`config.mk`:
```
export PLATFORM = sky130hd
export DESIGN_NAME = weight_loader
export DESIGN_NICKNAME = d
export VERILOG_FILES = /design/src/rtl/weight_loader.sv
export SDC_FILE = /design/constraint.sdc
export NUM_CORES = 1
export LEC_CHECK = 0
export ABC_AREA = 0
export CORE_UTILIZATION = 25
export DETAILED_ROUTE_END_ITERATION = 16
export PLACE_DENSITY_LB_ADDON = 0.25
export REMOVE_ABC_BUFFERS = 1
export SLEW_MARGIN = 30
export SYNTH_ARGS = -nofsm -noshare
export SYNTH_HDL_FRONTEND = slang
export SYNTH_SLANG_ARGS = --single-unit
```
`constraint.sdc`:
```
create_clock -name clk -period 1.71 [get_ports clk]
set_input_delay 0.171 -clock clk [delete_from_list [all_inputs] [get_ports clk]]
set_output_delay 0.171 -clock clk [all_outputs]
set_load 0.01 [all_outputs]
```
`src/rtl/weight_loader.sv`:
```
// ---------------------------------------------------------------------------
// weight_loader
//   Write-side counterpart of the weight ROM. It takes a byte stream over a
//   valid/ready handshake and packs the bytes MSB-first into dataWidth-bit
//   weights. Each finished weight is written to a synchronous memory port at
//   addresses 0..memSize-1. Busy, done and early-termination error status go
//   back to the layer controller.
//
// Ports
//   clk       clock, all logic on the rising edge
//   rst       synchronous active-high reset
//   start     one-cycle pulse, begins a load (IDLE or DONE)
//   abort     cancels the load in progress, returns to IDLE
//   in_valid  stream byte valid
//   in_data   stream byte, first byte of a word is its MSB
//   in_last   marks the final byte the source will send
//   in_ready  loader accepts a byte (registered, high in LOAD)
//   wen       one-cycle write strobe per completed word
//   waddr     write address (holds when wen=0)
//   wdata     write data (holds when wen=0)
//   busy      high in LOAD
//   done      high in DONE
//   err       load ended by an early in_last, valid while done=1
// ---------------------------------------------------------------------------
module weight_loader #(
    parameter int memSize   = 784,
    parameter int addrWidth = 10,
    parameter int dataWidth = 16,
    parameter int byteWidth = 8
) (
    input  logic                 clk,
    input  logic                 rst,
    input  logic                 start,
    input  logic                 abort,
    input  logic                 in_valid,
    input  logic [byteWidth-1:0] in_data,
    input  logic                 in_last,
    output logic                 in_ready,
    output logic                 wen,
    output logic [addrWidth-1:0] waddr,
    output logic [dataWidth-1:0] wdata,
    output logic                 busy,
    output logic                 done,
    output logic                 err
);

    localparam int BPW = dataWidth / byteWidth;
    localparam int BCW = (BPW > 1) ? $clog2(BPW) : 1;

    typedef enum logic [1:0] {IDLE, LOAD, DONE} state_t;

    state_t               state;
    logic [BCW-1:0]       bcnt;
    logic [addrWidth-1:0] wcnt;
    logic [dataWidth-1:0] asm_p0;
    logic [dataWidth-1:0] asm_nxt;
    logic                 xfer;
    logic                 word_end;
    logic                 last_word;

    // in_ready is only high in LOAD, so a transfer implies state==LOAD.
    assign xfer      = in_valid & in_ready;
    // Shifting left by one byte pushes the oldest byte out, so after BPW
    // transfers no byte of an earlier (aborted or reset) word survives.
    assign asm_nxt   = (asm_p0 << byteWidth) | dataWidth'(in_data);
    assign word_end  = (bcnt == BCW'(BPW - 1));
    assign last_word = (wcnt == addrWidth'(memSize - 1));

    // Assembly register: pure datapath, no reset needed.
    always_ff @(posedge clk) begin
        if (!rst && xfer && !abort) begin
            asm_p0 <= asm_nxt;
        end
    end

    always_ff @(posedge clk) begin
        if (rst) begin
            state    <= IDLE;
            in_ready <= 1'b0;
            wen      <= 1'b0;
            busy     <= 1'b0;
            done     <= 1'b0;
            err      <= 1'b0;
            waddr    <= '0;
            wdata    <= '0;
            bcnt     <= '0;
            wcnt     <= '0;
        end else begin
            wen <= 1'b0;
            case (state)
                IDLE: begin
                    if (start) begin
                        state    <= LOAD;
                        in_ready <= 1'b1;
                        busy     <= 1'b1;
                        bcnt     <= '0;
                        wcnt     <= '0;
                        err      <= 1'b0;
                    end
                end
                LOAD: begin
                    if (abort) begin
                        state    <= IDLE;
                        in_ready <= 1'b0;
                        busy     <= 1'b0;
                        bcnt     <= '0;
                    end else if (xfer) begin
                        if (word_end) begin
                            bcnt  <= '0;
                            wen   <= 1'b1;
                            waddr <= wcnt;
                            wdata <= asm_nxt;
                            wcnt  <= wcnt + 1'b1;
                        end else begin
                            bcnt <= bcnt + 1'b1;
                        end
                        // The final word ends the load cleanly whatever in_last
                        // says. in_last anywhere else ends it early: a word it
                        // completes is still written, a partial word is dropped.
                        if (word_end && last_word) begin
                            state    <= DONE;
                            in_ready <= 1'b0;
                            busy     <= 1'b0;
                            done     <= 1'b1;
                        end else if (in_last) begin
                            state    <= DONE;
                            in_ready <= 1'b0;
                            busy     <= 1'b0;
                            done     <= 1'b1;
                            err      <= 1'b1;
                        end
                    end
                end
                DONE: begin
                    if (abort) begin
                        state <= IDLE;
                        done  <= 1'b0;
                    end else if (start) begin
                        state    <= LOAD;
                        in_ready <= 1'b1;
                        busy     <= 1'b1;
                        done     <= 1'b0;
                        bcnt     <= '0;
                        wcnt     <= '0;
                        err      <= 1'b0;
                    end
                end
                default: begin
                    state    <= IDLE;
                    in_ready <= 1'b0;
                    busy     <= 1'b0;
                    done     <= 1'b0;
                end
            endcase
        end
    end

endmodule

```
# --- Word-level counts from Yosys, hierarchy flattened ---
# Index checks and enable logic that the tools add are counted.
word_totals:
  rom_bits: 0
  memories: 0
  inputBits: 14
  latch_bits: 0
  ramBits: 0
  ff_bits: 52
  elab_cells: 90
  out_inout_bits: 31
classes:
  n_addsub: 2
  eq_ne: 13
  magnitude_cmp: 0
  n_mul: 0
  div_mod_pow: 0
  shifts: 0
  n_mux: 43
  n_reduce_logical: 15
  n_bitwise: 6
op_table:
  columns: ["op", "n"]
  rows:
  - ["$mux W10", 5]
  - ["$pmux W10 S3", 1]
  - ["$mux W1", 25]
  - ["$or A16 B8 Y16", 1]
  - ["$pmux W1 S3", 5]
  - ["$mux W2", 6]
  - ["$ne A2 B2 Y1 const B", 6]
  - ["$add A10 B1 Y10 const B", 1]
  - ["$eq A10 B10 Y1 const B", 1]
  - ["$reduce_and A5 Y1", 2]
  - ["$ne A3 B3 Y1 const B", 3]
  - ["$pmux W2 S3", 1]
  - ["$reduce_and A3 Y1", 2]
  - ["$reduce_and A6 Y1", 1]
  - ["$ne A4 B4 Y1 const B", 1]
  - ["$not A1 Y1", 4]
  - ["$reduce_and A4 Y1", 1]
  - ["$reduce_or A4 Y1", 1]
  - ["$logic_and A1 B1 Y1", 3]
  - ["$reduce_bool A3 Y1", 1]
  - ["$eq A2 B1 Y1 const B", 1]
  - ["$eq A2 B2 Y1 const B", 1]
  - ["$logic_not A1 Y1", 2]
  - ["$logic_not A2 Y1", 1]
  - ["other kinds (3)", 3]

# --- Longest topological paths before layout ---
logic_depth:
  depth_word: 6
  depth_mapped: 7
  depth_no_buf: 5

# --- Worst setup path before layout ---
# OpenSTA, ideal clock, no wires.
synth_path:
  path_kind: "reg-to-reg"
  start: "reg in_ready"
  end: "reg asm_p0[0], enable pin"
  setup_slack_ns: 0.151
  period_less_slack_ns: 1.559
  setup_time_ns: 0.383
  t_arrival_ns: 1.175
  required_time_ns: 1.327
  stages_incl_launch_ff: 3
  path_buffers: 0
  cell_sequence: "dfxtp_1 -> nand2_1 -> nor3_1"
synth_via:
  elab_chain_cells: 3
synth_lines:
  columns: ["item", "line", "source"]
  rows:
  - ["start: declaration", "38", "output logic in_ready,"]
  - ["start signal: assignment", "79", "in_ready <= 1'b0;"]
  - ["start signal: assignment", "94", "in_ready <= 1'b1;"]
  - ["start signal: assignment", "104", "in_ready <= 1'b0;"]
  - ["$and A1 B1 Y1", "62", "assign xfer = in_valid & in_ready;"]
  - ["$logic_and A1 B1 Y1 (2 in a row)", "71", "if (!rst && xfer && !abort) begin"]
  - ["end signal: assignment", "72", "asm_p0 <= asm_nxt;"]
  - ["end: declaration", "55", "logic [dataWidth-1:0] asm_p0;"]
# Every way passes these cells.
# A chain may end at the register's enable or synchronous reset.

# --- Worst setup path in the final report ---
layout_path:
  start: "reg wcnt[0]"
  end: "reg in_ready"
layout_via:
  elab_chain_cells: 6
layout_lines:
  columns: ["item", "line", "source"]
  rows:
  - ["start: declaration", "54", "logic [addrWidth-1:0] wcnt;"]
  - ["start signal: assignment", "113", "wcnt <= wcnt + 1'b1;"]
  - ["$eq A10 B10 Y1 *", "67", "assign last_word = (wcnt == addrWidth'(memSize - 1));"]
  - ["$logic_and A1 B1 Y1 *", "120", "if (word_end && last_word) begin"]
  - ["$mux W1", "120", null]
  - ["$mux W1", "107", "end else if (xfer) begin"]
  - ["$mux W1", "102", "if (abort) begin"]
  - ["$pmux W1 S3", "90", "case (state)"]
  - ["end signal: assignment", "94", null]
  - ["end signal: assignment", "104", null]
  - ["end signal: assignment", "122", "in_ready <= 1'b0;"]
# Mark *: on every way between the ends. The rest lies on a longest branch, timed or not. The select of a mux whose other input is x is not followed.

==> impl_metrics.ini <==
[pwr]
peakVddDrop_uv = 303
powerDensity_mw_per_mm2 = 735
p_total_w = 0.00214
leakage_nw = 1.04

[logic_synthesis]
synth_top_family_by_area = simple AND/OR/NAND/NOR gates
ys_seq_elements = 52
synth-edff-count = 8
syn_area_sq_mm = 0.00206
synth-xor-area-share_pct = 0
yosys_most_used_dff = dfxtp_1
ys_seq_area_share_pct = 54.3
synth-simple-area-share_pct = 22.5
yosysUniqueCellTypes = 40
ys_warn_count = 0
synth-compound-area-share_pct = 17.2
syn_area_per_cell_sq_um = 8.90
synthArstFlopShare_pct = 0
synth_fa_ha_area_share_pct = 0.606
muxShareOfSynthArea_pct = 0.970
synthCells = 232

[clocking]
htreeDepth = 2
numCtsBuffers = 5
ctsResizeCount = 0
cts-root-buf = clkbuf_8
post-cts-setup-buffers = 0
clk_latency_ps = 300
cts_hold_buf = 0
clock_path_buffers = 2
clkTransAtPathRegs_ps = 100
cts_tree = yes
clock-sinks = 52

[floorplan]
std_cell_rows = 32
start_util_pct = 26.3
io_pins = 45
dieHeight_um = 92.9
dieArea_sq_mm = 0.00863
die_w_um = 92.9
core_area_sq_mm = 0.00785

[setup_path]
cp.arrival_ps = 1830
worstPathMaxFanout = 4
startpoint_type = flip-flop
crit_path_end_kind = flip-flop
slowest_delay_ps = 330
path_buf_inv = 0
critical_path.top_delay_family = simple AND/OR/NAND/NOR gates
path_cells = ha_1 > and4b_1 > nor4bb_4 > or2_1 > a221oi_1
crit_path_top_delay_cell = dfxtp_1
crit_type = flip-flop to flip-flop
crit_required_ps = 1920

[global_route]
grt_pass1_vias = 1773
grt_use_total_pct = 12.2
use_met3_pct = 2.71
top_usage_layer = met2
grt_max_degree = 33
globalRouteMet2Util_pct = 20.7
antenna_found_initial = 0
grt_pass1_wl_um = 8290
grt-ovfl-total = 0
gr-usage-met1_pct = 15.4

[min_path]
hold_class = input port to flip-flop

[status]
status = finished clean

[cells_and_area]
layout_common_cells = nand2_1, dfxtp_1, clkdlybuf4s50_1, a21oi_1, buf_4
synthToLayoutAreaGrowth_pct = 41.2
drive_gt1_share_pct = 13.8
final_common_cell = nand2_1
fin_nets = 311
n_fill_cell = 839
diodes = 0

[sta]
tightest_slew_ps = 360
setup_violations = 0
fmax_mhz = 616
finClkSkew_ps = 5.77
fin_crit_ps = 1620
hold_viol = 0
rsz0062_at_grt = true
final-max-slew-violation-count = 0
setup_tns_ps = 0
period_share_pct = 94.9
maxSlewHeadroom_pct = 76.0

[place]
hpwl_um = 3450
gp_congestion = 0.814
io_buffers = 44

[drt]
drc = 0
wl_um = 4970
wl_per_cell_um = 12.5
antenna_left = 0
vias = 1831
first_pass_iters = 5
via_per_inst = 4.59
dr.first_iter.drc_count = 102

[run]
maxCapViolCount = 0
==> where the power goes <==
group	switching, W	leakage, nW	internal [W]
Clock	0.000420	0.0485	0.000294
Sequential	0.00000732	0.427	0.00125
Combinational	0.0000842	0.561	0.0000848
Total	0.000511	1.04	0.00163
==> registers in the layout, summed over array words and instances (netlist names), 2 cells and up <==
| register | flops |
|---|---|
| waddr | 10 |
| state | 2 |
| wdata | 16 |
| wcnt | 10 |
| asm_p0 | 8 |
==> worst register-to-register path, cell delays in order (launching register included) <==
cell and delay, ps:
dfxtp_1 330, ha_1 220, and4b_1 220, nor4bb_4 170, or2_1 290, a221oi_1 300
==> final timing paths <==
kind              startpoint         to  slack, ps  cells past startpoint
setup / recovery     wcnt[0]   in_ready         90                      5
hold / removal    in_data[3]   wdata[3]        430                      3
setup reg to reg     wcnt[0]   in_ready         90                      5
hold reg to reg    wdata[10]  wdata[10]        460                      2
==> routing by layer <==
layer / wire length [um] / vias up
li1: - / 935
met1: 2390 / 856
met2: 2340 / 35
met3: 182 / 5
met4: 59 / 0
met5: 0 / -
==> final cells by class <==
class | count | area (sq um) | share of cell area (%)
Clock buffer | 5 | 68.8 | 2.36
Clock inverter | 3 | 22.5 | 0.773
Inverter | 7 | 26.3 | 0.902
Multi-Input combinational cell | 160 | 887 | 30.4
Sequential cell | 52 | 1120 | 38.5
Tap cell | 102 | 128 | 4.38
Timing Repair Buffer | 70 | 661 | 22.7
==> cell usage after synthesis (4+ instances only) <==
cell	count	share of area (%)
a21oi_1	33	8.0
nand3_1	4	0.97
dfxtp_1	44	43
nand2_1	63	11
o21ai_0	4	0.97
inv_1	7	1.3
buf_2	7	1.7
clkbuf_1	5	0.91
a21boi_1	4	1.5
nor2_1	6	1.1
edfxtp_1	8	12
nor3_1	4	0.97
==> kinds of logic (layout without fill, tap and decap cells) <==
family / after synthesis / count (layout)
and+or+nand+nor: 99 / 99
adders and majority gates: 1 / 1
muxes: 2 / 2
DFF: 52 / 52
buffers and inverters: 20 / 85
AOI/OAI and AO/OA: 58 / 58
==> per-stage QoR <==
step                      cells  worst slack, ps  util, %  hold WS [ps]  cell area, sq um
after CTS                   399             3.43     36.7           415              2880
after detailed placement    391             -180     35.5           449              2790
final                       399             87.1     37.1           426              2910
after global placement      391             -153     35.5           444              2790
after floorplan             219             62.8        -           240              2000
after global routing        399            -3.57     37.1           438              2910
Power figures use the tool's default switching activity.
